**config.mk**
```make
export PLATFORM = sky130hd
export DESIGN_NAME = hazard_scoreboard_flat
export DESIGN_NICKNAME = d
export VERILOG_FILES = /design/src/rtl/hazard_scoreboard_pkg.sv /design/src/rtl/hazard_scoreboard_if.sv /design/src/rtl/hz_entry_match.sv /design/src/rtl/hazard_scoreboard.sv /design/src/flat_wrapper.sv
export SDC_FILE = /design/constraint.sdc
export NUM_CORES = 1
export LEC_CHECK = 0
export CORE_UTILIZATION = 35
export CTS_BUF_LIST = sky130_fd_sc_hd__clkbuf_8 sky130_fd_sc_hd__clkbuf_16
export CTS_CLUSTER_SIZE = 16
export DETAILED_ROUTE_END_ITERATION = 7
export PLACE_DENSITY_LB_ADDON = 0.2
export SLEW_MARGIN = 10
export SYNTH_ARGS = -nofsm -noshare
export SYNTH_HDL_FRONTEND = slang
export SYNTH_SLANG_ARGS = --single-unit
```
**constraint.sdc**
```tcl
create_clock -name clk -period 5.9 [get_ports clk]
set_input_delay 1.18 -clock clk [delete_from_list [all_inputs] [get_ports clk]]
set_output_delay 1.18 -clock clk [all_outputs]
set_load 0.01 [all_outputs]
```
**src/rtl/hazard_scoreboard_pkg.sv**
```systemverilog
// rtl/hazard_scoreboard_pkg.sv - shared sizing defaults and decoder encodings for the hazard scoreboard
// Sizing defaults, exe_cmd encodings and the src1-usage decode shared with the ID decoder.
package hazard_scoreboard_pkg;

  localparam int REG_W_DEF    = 4;
  localparam int DEPTH_DEF    = 2;
  localparam int LOAD_RDY_DEF = 1;
  localparam int CNT_W_DEF    = 16;

  localparam logic [3:0] EXE_CMD_MOV = 4'b0001;
  localparam logic [3:0] EXE_CMD_MVN = 4'b1001;

  // MOV and MVN take only the shifter operand, so their first source is never read.
  function automatic logic src1_read(input logic [3:0] exe_cmd);
    return (exe_cmd != EXE_CMD_MOV) && (exe_cmd != EXE_CMD_MVN);
  endfunction

endpackage

```
**src/rtl/hazard_scoreboard_if.sv**
```systemverilog
// rtl/hazard_scoreboard_if.sv - ID-stage request and hazard/statistics response bundle
// The master is the ID stage; the slave is the scoreboard.
interface hazard_scoreboard_if #(
  parameter int REG_W = 4,
  parameter int CNT_W = 16
);
  logic             id_valid;
  logic [REG_W-1:0] id_src1;
  logic             id_src1_used;
  logic [REG_W-1:0] id_src2;
  logic             id_src2_used;
  logic             id_wb_en;
  logic [REG_W-1:0] id_dest;
  logic             id_mem_r_en;
  logic             fwd_en;
  logic             mem_ready;
  logic             flush;
  logic             hazard_detected;
  logic             freeze;
  logic [CNT_W-1:0] stall_cnt;
  logic [CNT_W-1:0] load_use_cnt;

  modport master (
    output id_valid, id_src1, id_src1_used, id_src2, id_src2_used,
           id_wb_en, id_dest, id_mem_r_en, fwd_en, mem_ready, flush,
    input  hazard_detected, freeze, stall_cnt, load_use_cnt
  );

  modport slave (
    input  id_valid, id_src1, id_src1_used, id_src2, id_src2_used,
           id_wb_en, id_dest, id_mem_r_en, fwd_en, mem_ready, flush,
    output hazard_detected, freeze, stall_cnt, load_use_cnt
  );
endinterface

```
**src/rtl/hz_entry_match.sv**
```systemverilog
// rtl/hz_entry_match.sv - compares one in-flight entry against the two ID source registers
// load_match flags a match whose producer is a load.
module hz_entry_match
  import hazard_scoreboard_pkg::*;
#(
  parameter int REG_W = REG_W_DEF
) (
  input  logic             ent_v_i,
  input  logic [REG_W-1:0] ent_dest_i,
  input  logic             ent_ld_i,
  input  logic [REG_W-1:0] src1_i,
  input  logic             src1_used_i,
  input  logic [REG_W-1:0] src2_i,
  input  logic             src2_used_i,
  output logic             match_o,
  output logic             load_match_o
);

  logic hit1;
  logic hit2;

  assign hit1         = src1_used_i & (src1_i == ent_dest_i);
  assign hit2         = src2_used_i & (src2_i == ent_dest_i);
  assign match_o      = ent_v_i & (hit1 | hit2);
  assign load_match_o = match_o & ent_ld_i;

endmodule

```
**src/rtl/hazard_scoreboard.sv**
```systemverilog
// rtl/hazard_scoreboard.sv - in-flight destination tracker driving IF/ID hold and ID/EXE bubble
// Entry 0 is EXE; entries shift one stage per unfrozen cycle and retire after DEPTH advances.
module hazard_scoreboard
  import hazard_scoreboard_pkg::*;
#(
  parameter int REG_W    = REG_W_DEF,
  parameter int DEPTH    = DEPTH_DEF,
  parameter int LOAD_RDY = LOAD_RDY_DEF,
  parameter int CNT_W    = CNT_W_DEF
) (
  input logic                 clk,
  input logic                 rst_n,
  hazard_scoreboard_if.slave  bus
);

  // Entries younger than LOAD_RDY hold load data that cannot yet be forwarded.
  localparam logic [DEPTH-1:0] EARLY_MASK = {DEPTH{1'b1}} >> (DEPTH - LOAD_RDY);

  logic [DEPTH-1:0]            v_q, v_d;
  logic [DEPTH-1:0]            ld_q, ld_d;
  logic [DEPTH-1:0][REG_W-1:0] dest_q, dest_d;
  logic [CNT_W-1:0]            stall_cnt_q, stall_cnt_d;
  logic [CNT_W-1:0]            load_use_cnt_q, load_use_cnt_d;

  logic [DEPTH-1:0] match;
  logic [DEPTH-1:0] load_match;
  logic             raw_hazard;
  logic             load_only;
  logic             freeze;
  logic             count_stall;

  for (genvar i = 0; i < DEPTH; i++) begin : g_match
    hz_entry_match #(
      .REG_W (REG_W)
    ) u_match (
      .ent_v_i      (v_q[i]),
      .ent_dest_i   (dest_q[i]),
      .ent_ld_i     (ld_q[i]),
      .src1_i       (bus.id_src1),
      .src1_used_i  (bus.id_src1_used),
      .src2_i       (bus.id_src2),
      .src2_used_i  (bus.id_src2_used),
      .match_o      (match[i]),
      .load_match_o (load_match[i])
    );
  end

  always_comb begin
    raw_hazard = 1'b0;
    load_only  = 1'b1;
    if (bus.fwd_en) begin
      raw_hazard = bus.id_valid & (|(load_match & EARLY_MASK));
    end else begin
      raw_hazard = bus.id_valid & (|match);
      load_only  = ~(|(match & ~load_match));
    end
  end

  assign freeze      = ~bus.mem_ready;
  assign count_stall = bus.mem_ready & ~bus.flush & raw_hazard;

  assign bus.freeze          = freeze;
  assign bus.hazard_detected = freeze | (raw_hazard & ~bus.flush);
  assign bus.stall_cnt       = stall_cnt_q;
  assign bus.load_use_cnt    = load_use_cnt_q;

  always_comb begin
    v_d            = v_q;
    ld_d           = ld_q;
    dest_d         = dest_q;
    stall_cnt_d    = stall_cnt_q;
    load_use_cnt_d = load_use_cnt_q;
    if (bus.mem_ready) begin
      for (int i = 1; i < DEPTH; i++) begin
        v_d[i]    = v_q[i-1];
        ld_d[i]   = ld_q[i-1];
        dest_d[i] = dest_q[i-1];
      end
      if (bus.id_valid & bus.id_wb_en & ~raw_hazard & ~bus.flush) begin
        v_d[0]    = 1'b1;
        ld_d[0]   = bus.id_mem_r_en;
        dest_d[0] = bus.id_dest;
      end else begin
        v_d[0]    = 1'b0;
        ld_d[0]   = 1'b0;
        dest_d[0] = '0;
      end
      if (count_stall && stall_cnt_q != {CNT_W{1'b1}}) begin
        stall_cnt_d = stall_cnt_q + CNT_W'(1);
      end
      if (count_stall && load_only && load_use_cnt_q != {CNT_W{1'b1}}) begin
        load_use_cnt_d = load_use_cnt_q + CNT_W'(1);
      end
    end
  end

  always_ff @(posedge clk or negedge rst_n) begin
    if (!rst_n) begin
      v_q            <= '0;
      ld_q           <= '0;
      dest_q         <= '0;
      stall_cnt_q    <= '0;
      load_use_cnt_q <= '0;
    end else begin
      v_q            <= v_d;
      ld_q           <= ld_d;
      dest_q         <= dest_d;
      stall_cnt_q    <= stall_cnt_d;
      load_use_cnt_q <= load_use_cnt_d;
    end
  end

endmodule

```
**src/flat_wrapper.sv**
```systemverilog
// flat-port wrapper written by rule: the top's interface ports become plain ports
module hazard_scoreboard_flat import hazard_scoreboard_pkg::*;
#(
  parameter int REG_W    = REG_W_DEF,
  parameter int DEPTH    = DEPTH_DEF,
  parameter int LOAD_RDY = LOAD_RDY_DEF,
  parameter int CNT_W    = CNT_W_DEF
)
  (clk, rst_n, bus_id_valid, bus_id_src1, bus_id_src1_used, bus_id_src2, bus_id_src2_used, bus_id_wb_en, bus_id_dest, bus_id_mem_r_en, bus_fwd_en, bus_mem_ready, bus_flush, bus_hazard_detected, bus_freeze, bus_stall_cnt, bus_load_use_cnt);
  hazard_scoreboard_if #(.REG_W(REG_W), .CNT_W(CNT_W)) bus_i ();
  input logic clk;
  input logic rst_n;
  input wire logic [$bits(bus_i.id_valid)-1:0] bus_id_valid;
  input wire logic [$bits(bus_i.id_src1)-1:0] bus_id_src1;
  input wire logic [$bits(bus_i.id_src1_used)-1:0] bus_id_src1_used;
  input wire logic [$bits(bus_i.id_src2)-1:0] bus_id_src2;
  input wire logic [$bits(bus_i.id_src2_used)-1:0] bus_id_src2_used;
  input wire logic [$bits(bus_i.id_wb_en)-1:0] bus_id_wb_en;
  input wire logic [$bits(bus_i.id_dest)-1:0] bus_id_dest;
  input wire logic [$bits(bus_i.id_mem_r_en)-1:0] bus_id_mem_r_en;
  input wire logic [$bits(bus_i.fwd_en)-1:0] bus_fwd_en;
  input wire logic [$bits(bus_i.mem_ready)-1:0] bus_mem_ready;
  input wire logic [$bits(bus_i.flush)-1:0] bus_flush;
  output wire logic [$bits(bus_i.hazard_detected)-1:0] bus_hazard_detected;
  output wire logic [$bits(bus_i.freeze)-1:0] bus_freeze;
  output wire logic [$bits(bus_i.stall_cnt)-1:0] bus_stall_cnt;
  output wire logic [$bits(bus_i.load_use_cnt)-1:0] bus_load_use_cnt;
  assign bus_i.id_valid = bus_id_valid;
  assign bus_i.id_src1 = bus_id_src1;
  assign bus_i.id_src1_used = bus_id_src1_used;
  assign bus_i.id_src2 = bus_id_src2;
  assign bus_i.id_src2_used = bus_id_src2_used;
  assign bus_i.id_wb_en = bus_id_wb_en;
  assign bus_i.id_dest = bus_id_dest;
  assign bus_i.id_mem_r_en = bus_id_mem_r_en;
  assign bus_i.fwd_en = bus_fwd_en;
  assign bus_i.mem_ready = bus_mem_ready;
  assign bus_i.flush = bus_flush;
  assign bus_hazard_detected = bus_i.hazard_detected;
  assign bus_freeze = bus_i.freeze;
  assign bus_stall_cnt = bus_i.stall_cnt;
  assign bus_load_use_cnt = bus_i.load_use_cnt;
  hazard_scoreboard #(.REG_W(REG_W), .DEPTH(DEPTH), .LOAD_RDY(LOAD_RDY), .CNT_W(CNT_W)) u_core (.clk(clk), .rst_n(rst_n), .bus(bus_i));
endmodule
```
# --- After elaboration in Yosys (flattened, before gate mapping) ---
# Cells that the tools add are included.
classes:
  bitwise: 25
  n_addsub: 2
  n_mux: 5
  n_reduce_logical: 7
  n_eq_ne: 6
ops:
  columns: ["op", "count"]
  rows:
  - ["16-bit by 1-bit adder with 16-bit output (second input constant)", 2]
  - ["16-bit inequality test (second input constant)", 2]
  - ["1-bit bitwise AND", 16]
  - ["4-bit equality test", 4]
  - ["1-bit 2-to-1 mux", 4]
  - ["4-bit 2-to-1 mux", 1]
  - ["1-bit inverter", 4]
  - ["2-bit AND reduction", 2]
  - ["2-bit OR reduction", 2]
  - ["1-bit logical AND", 3]
  - ["1-bit OR", 3]
  - ["2-bit bitwise AND", 1]
  - ["2-bit inverter", 1]
totals:
  inputBits: 22
  regBits: 44
  word_cells: 51

# --- Logic depth before layout (Yosys ltp) ---
logic_depth:
  word_depth: 13
  mapped_depth: 8
  mapped_depth_nobuf: 7

# --- Modules after synthesis ---
# A second synthesis with hierarchy kept.
unflattened:
  cells_unflattened: 212
  hier_area_um2: 2327.2
by_module_without_submodules:
  columns: ["mod", "n_inst", "cells_each", "area_each_um2"]
  rows:
  - ["hazard_scoreboard", 1, 180, 2097.0]
  - ["hz_entry_match", 2, 16, 115.1]

# --- Worst setup path after synthesis ---
# OpenSTA, ideal clock, no wires.
synth_path:
  path_type: "input to output"
  from: "input bus_id_src2[1]"
  to: "output bus_hazard_detected"
  arrival_ps: 2185
  slack_ps: 2535
  stages: 4
  cell_sequence: "xor2_1 > nor4_1 > nor3_1 > o21ai_0"
synth_between:
  elab_chain_cells: 9
synth_lines:
  columns: ["element", "line_no", "text"]
  rows:
  - ["start, declared", "flat_wrapper.sv:16", "input wire logic [$bits(bus_i.id_src2)-1:0] bus_id_src2;"]
  - ["4-bit equality test", "hz_entry_match.sv:23", "assign hit2 = src2_used_i & (src2_i == ent_dest_i);"]
  - ["1-bit bitwise AND", "hz_entry_match.sv:23", null]
  - ["1-bit OR", "hz_entry_match.sv:24", "assign match_o = ent_v_i & (hit1 | hit2);"]
  - ["1-bit bitwise AND", "hz_entry_match.sv:24", null]
  - ["2-bit OR reduction / 1-bit bitwise AND (equally long branches)", "hazard_scoreboard.sv:54, hz_entry_match.sv:25", null]
  - ["1-bit bitwise AND (on tied branches)", "hazard_scoreboard.sv:54, hazard_scoreboard.sv:52", null]
  - ["1-bit 2-to-1 mux *", "hazard_scoreboard.sv:51", "if (bus.fwd_en) begin"]
  - ["1-bit bitwise AND *", "hazard_scoreboard.sv:63", "assign bus.hazard_detected = freeze | (raw_hazard & ~bus.flush);"]
  - ["1-bit OR *", "hazard_scoreboard.sv:63", null]
  - ["end, declared", "flat_wrapper.sv:24", "output wire logic [$bits(bus_i.hazard_detected)-1:0] bus_hazard_detected;"]
# Every way passes the cells marked *; elsewhere a longest branch is shown, timed or not.

# --- Final worst setup path ---
layout_path:
  from: "input bus_id_src2[2]"
  to: "output bus_hazard_detected"
# Same word-level chain as after synthesis.

==> flow_summary.toml <==
[floorplanning]
dieArea_um2 = 7070
coreArea_um2 = 6420
start_util_pct = 36.7
boundaryPins = 56
dieWidth_um = 84.1
die_h_um = 84.1
rows = 29

[global_routing]
grtUsageMet2_pct = 24.8
grt_antenna_before_repair = 0
grt_max_degree = 45
use_met3_pct = 4.15
grt_overflow = 0
grt.total_usage_pct = 15.8
first_global_vias = 1865
busiest_layer = "met2"
grtUsageMet1_pct = 21.1
grt_pass1_wl_mm = 8.85

[final_layout]
multi_input_area_um2 = 1180
final_cell_mix = "clkdlybuf4s50_1, dfrtp_1, xor2_1"
regArea_um2 = 1100
final_area_um2 = 3110
final_util_pct = 48.4
nets = 302
final_common_cell = "clkdlybuf4s50_1"
drive_gt1_share_pct = 9.68
n_fill_cell = 586
area_growth_pct = 31.9
diodes = 0

[power_and_ir_drop]
p_leak_nw = 1.41
power.density_nw_per_um2 = 196
ir_drop_v = 0.0000768
p_total_mw = 0.610

[critical_path]
path_max_fanout = 4
criticalPathCategory = "in2out"
required_ns = 4.72
cp-end-kind = "output port"
cp-start-kind = "input port"
critPathArrivalTime_ns = 3.39

[clock_tree]
cts_root_buffer = "clkbuf_8"
holdBufCountCts = 0
postCtsSetupBuffers = 0
cts_tree = "yes"
cts_resized = 0
cts_max_path_buffers = 2
htreeDepth = 2
clkTransAtPathRegs_ns = 0.08
clk_latency_ns = 0.29
cts.sink_count = 44
numCtsBuffers = 5

[run]
cap_violations = 0

[min_path]
hp-class = "reg2reg"

[sta]
timing.hold.ws_ns = 0.495
setup_viol = 0
max_slew.worst_pin.slew_ns = 0.989
finalClockSkew_ns = 0.00462
slew_viol_final = 0
rsz0062_at_grt = "no"
finalCriticalPeriod_ns = 4.57
finalCritPeriodShare_pct = 77.4
hold_violations = 0
maxSlewHeadroom_pct = 34.0
setup_tns_ns = 0
fmax_mhz = 219

[drt]
ant_nets = 0
vias = 1833
drtIter0Drc = 95
drcViolationCount = 10
dr.pass1.iters = 8
routed_via_density = 5.15
routedWlPerCell_um = 14.3
drt_wl_total_mm = 5.09

[yosys]
yosysTopAreaCellShare_pct = 46.7
synth_cells = 220
avgSynthCellArea_um2 = 10.7
ys_seq_area_share_pct = 46.7
netlist-cell-type-count = 39
ys_ff_latch = 44
synthTopCellsByArea = "dfrtp_1, xor2_1, mux2_2, nand3_1, xnor2_1"
syn_nets = 244
yosysWarnings = 0
netlist_area_um2 = 2360
yosys.area.top_type = "dfrtp_1"

[place]
dp_hpwl_mm = 3.57
place_congestion = 0.822
portBuffers = 55
placed_area_um2 = 2980

[outcome]
violations = "DRC"
run_status = "finished with violations"
state kept, by name (all words and copies together) (netlist names):
register / cells
u_core.bus.load_use_cnt: 16
u_core.ld_q: 2
u_core.bus.stall_cnt: 16
u_core.v_q: 2
u_core.dest_q: 8
cell usage after synthesis (all sizes together):
| master | count |
|---|---|
| inv | 11 |
| buf | 6 |
| or2 | 1 |
| and4b | 1 |
| a211oi | 6 |
| a21oi | 1 |
| nor2 | 12 |
| and2 | 1 |
| clkinv | 1 |
| or3 | 1 |
| nor4b | 1 |
| or3b | 1 |
| nand4 | 5 |
| a22o | 1 |
| and4 | 3 |
| or4 | 1 |
| nor2b | 3 |
| o2bb2ai | 5 |
| and3 | 1 |
| dfrtp | 44 |
| ha | 2 |
| a32oi | 1 |
| o21ai | 4 |
| o31ai | 1 |
| nand2 | 11 |
| nor4 | 4 |
| a2111oi | 8 |
| nor3 | 10 |
| xor2 | 40 |
| nand3 | 15 |
| nand2b | 3 |
| mux2 | 8 |
| o211ai | 1 |
| xnor2 | 6 |
area by class of cell:
| class | count | share of cell area [%] |
|---|---|---|
| clock inverter | 1 | 0.966 |
| sequential | 44 | 35.4 |
| clock buffer | 7 | 3.10 |
| multi-input combinational | 158 | 37.9 |
| tap | 77 | 3.10 |
| inverter | 12 | 1.45 |
| timing repair buffer | 57 | 18.0 |
per-stage QoR:
| step | setup slack [ns] | std cells |
|---|---|---|
| 3_5_place_dp | 1.35 | 348 |
| 3_3_place_gp | 1.47 | 348 |
| 5_1_grt | 1.11 | 356 |
| 6_report | 1.33 | 356 |
| 2_1_floorplan | 2.53 | 220 |
| 4_1_cts | 1.35 | 356 |
where the power goes:
part	internal [mW]	leakage [nW]	total (mW)	switching [mW]
combinational	0.0256	0.755	0.0493	0.0237
clock	0.149	0.0645	0.250	0.100
sequential	0.306	0.596	0.311	0.00530
logic make-up (layout without fill, tap and decap cells):
| group | Yosys count | in the layout | share of synthesized area, % |
|---|---|---|---|
| and+or+nand+nor | 74 | 74 | 16.8 |
| xor gates and xnor gates | 46 | 46 | 17.1 |
| DFF | 44 | 44 | 46.7 |
| AOI/OAI and AO/OA | 28 | 28 | 11.0 |
| buffers and inverters | 18 | 77 | 3.45 |
| muxes | 8 | 8 | 3.82 |
| adders and majority gates | 2 | 2 | 1.06 |
worst paths after layout:
check                                                        start                                 endpoint  slack, ns  cells after the start
min in group asynchronous                                    rst_n  u_core.bus.load_use_cnt[12]$_DFFE_PN0P_       1.04                      1
setup / recovery                                    bus_id_src2[2]                      bus_hazard_detected       1.33                      7
hold reg to reg            u_core.bus.load_use_cnt[10]$_DFFE_PN0P_  u_core.bus.load_use_cnt[10]$_DFFE_PN0P_       0.49                      1
setup reg to reg                      u_core.dest_q[5]$_DFFE_PN0P_   u_core.bus.load_use_cnt[1]$_DFFE_PN0P_       3.38                      5
max in group asynchronous                                    rst_n     u_core.bus.stall_cnt[15]$_DFFE_PN0P_       4.24                      1
hold / removal             u_core.bus.load_use_cnt[10]$_DFFE_PN0P_  u_core.bus.load_use_cnt[10]$_DFFE_PN0P_       0.49                      1
layer usage:
metal | up-vias | share of wire, %
met2 | 40 | 45
li1 | 898 | -
met3 | 6 | 5.1
met5 | - | 0
met1 | 889 | 49
met4 | 0 | 1.3
critical path: stages:
cell and delay [ns]:
clkdlybuf4s50_1 0.52, xnor2_1 0.13, nand3_1 0.10, nor4_1 0.55, nor3_1 0.15, o21ai_0 0.20
clkdlybuf4s50_1 0.56
Power figures use the tool's default switching activity.
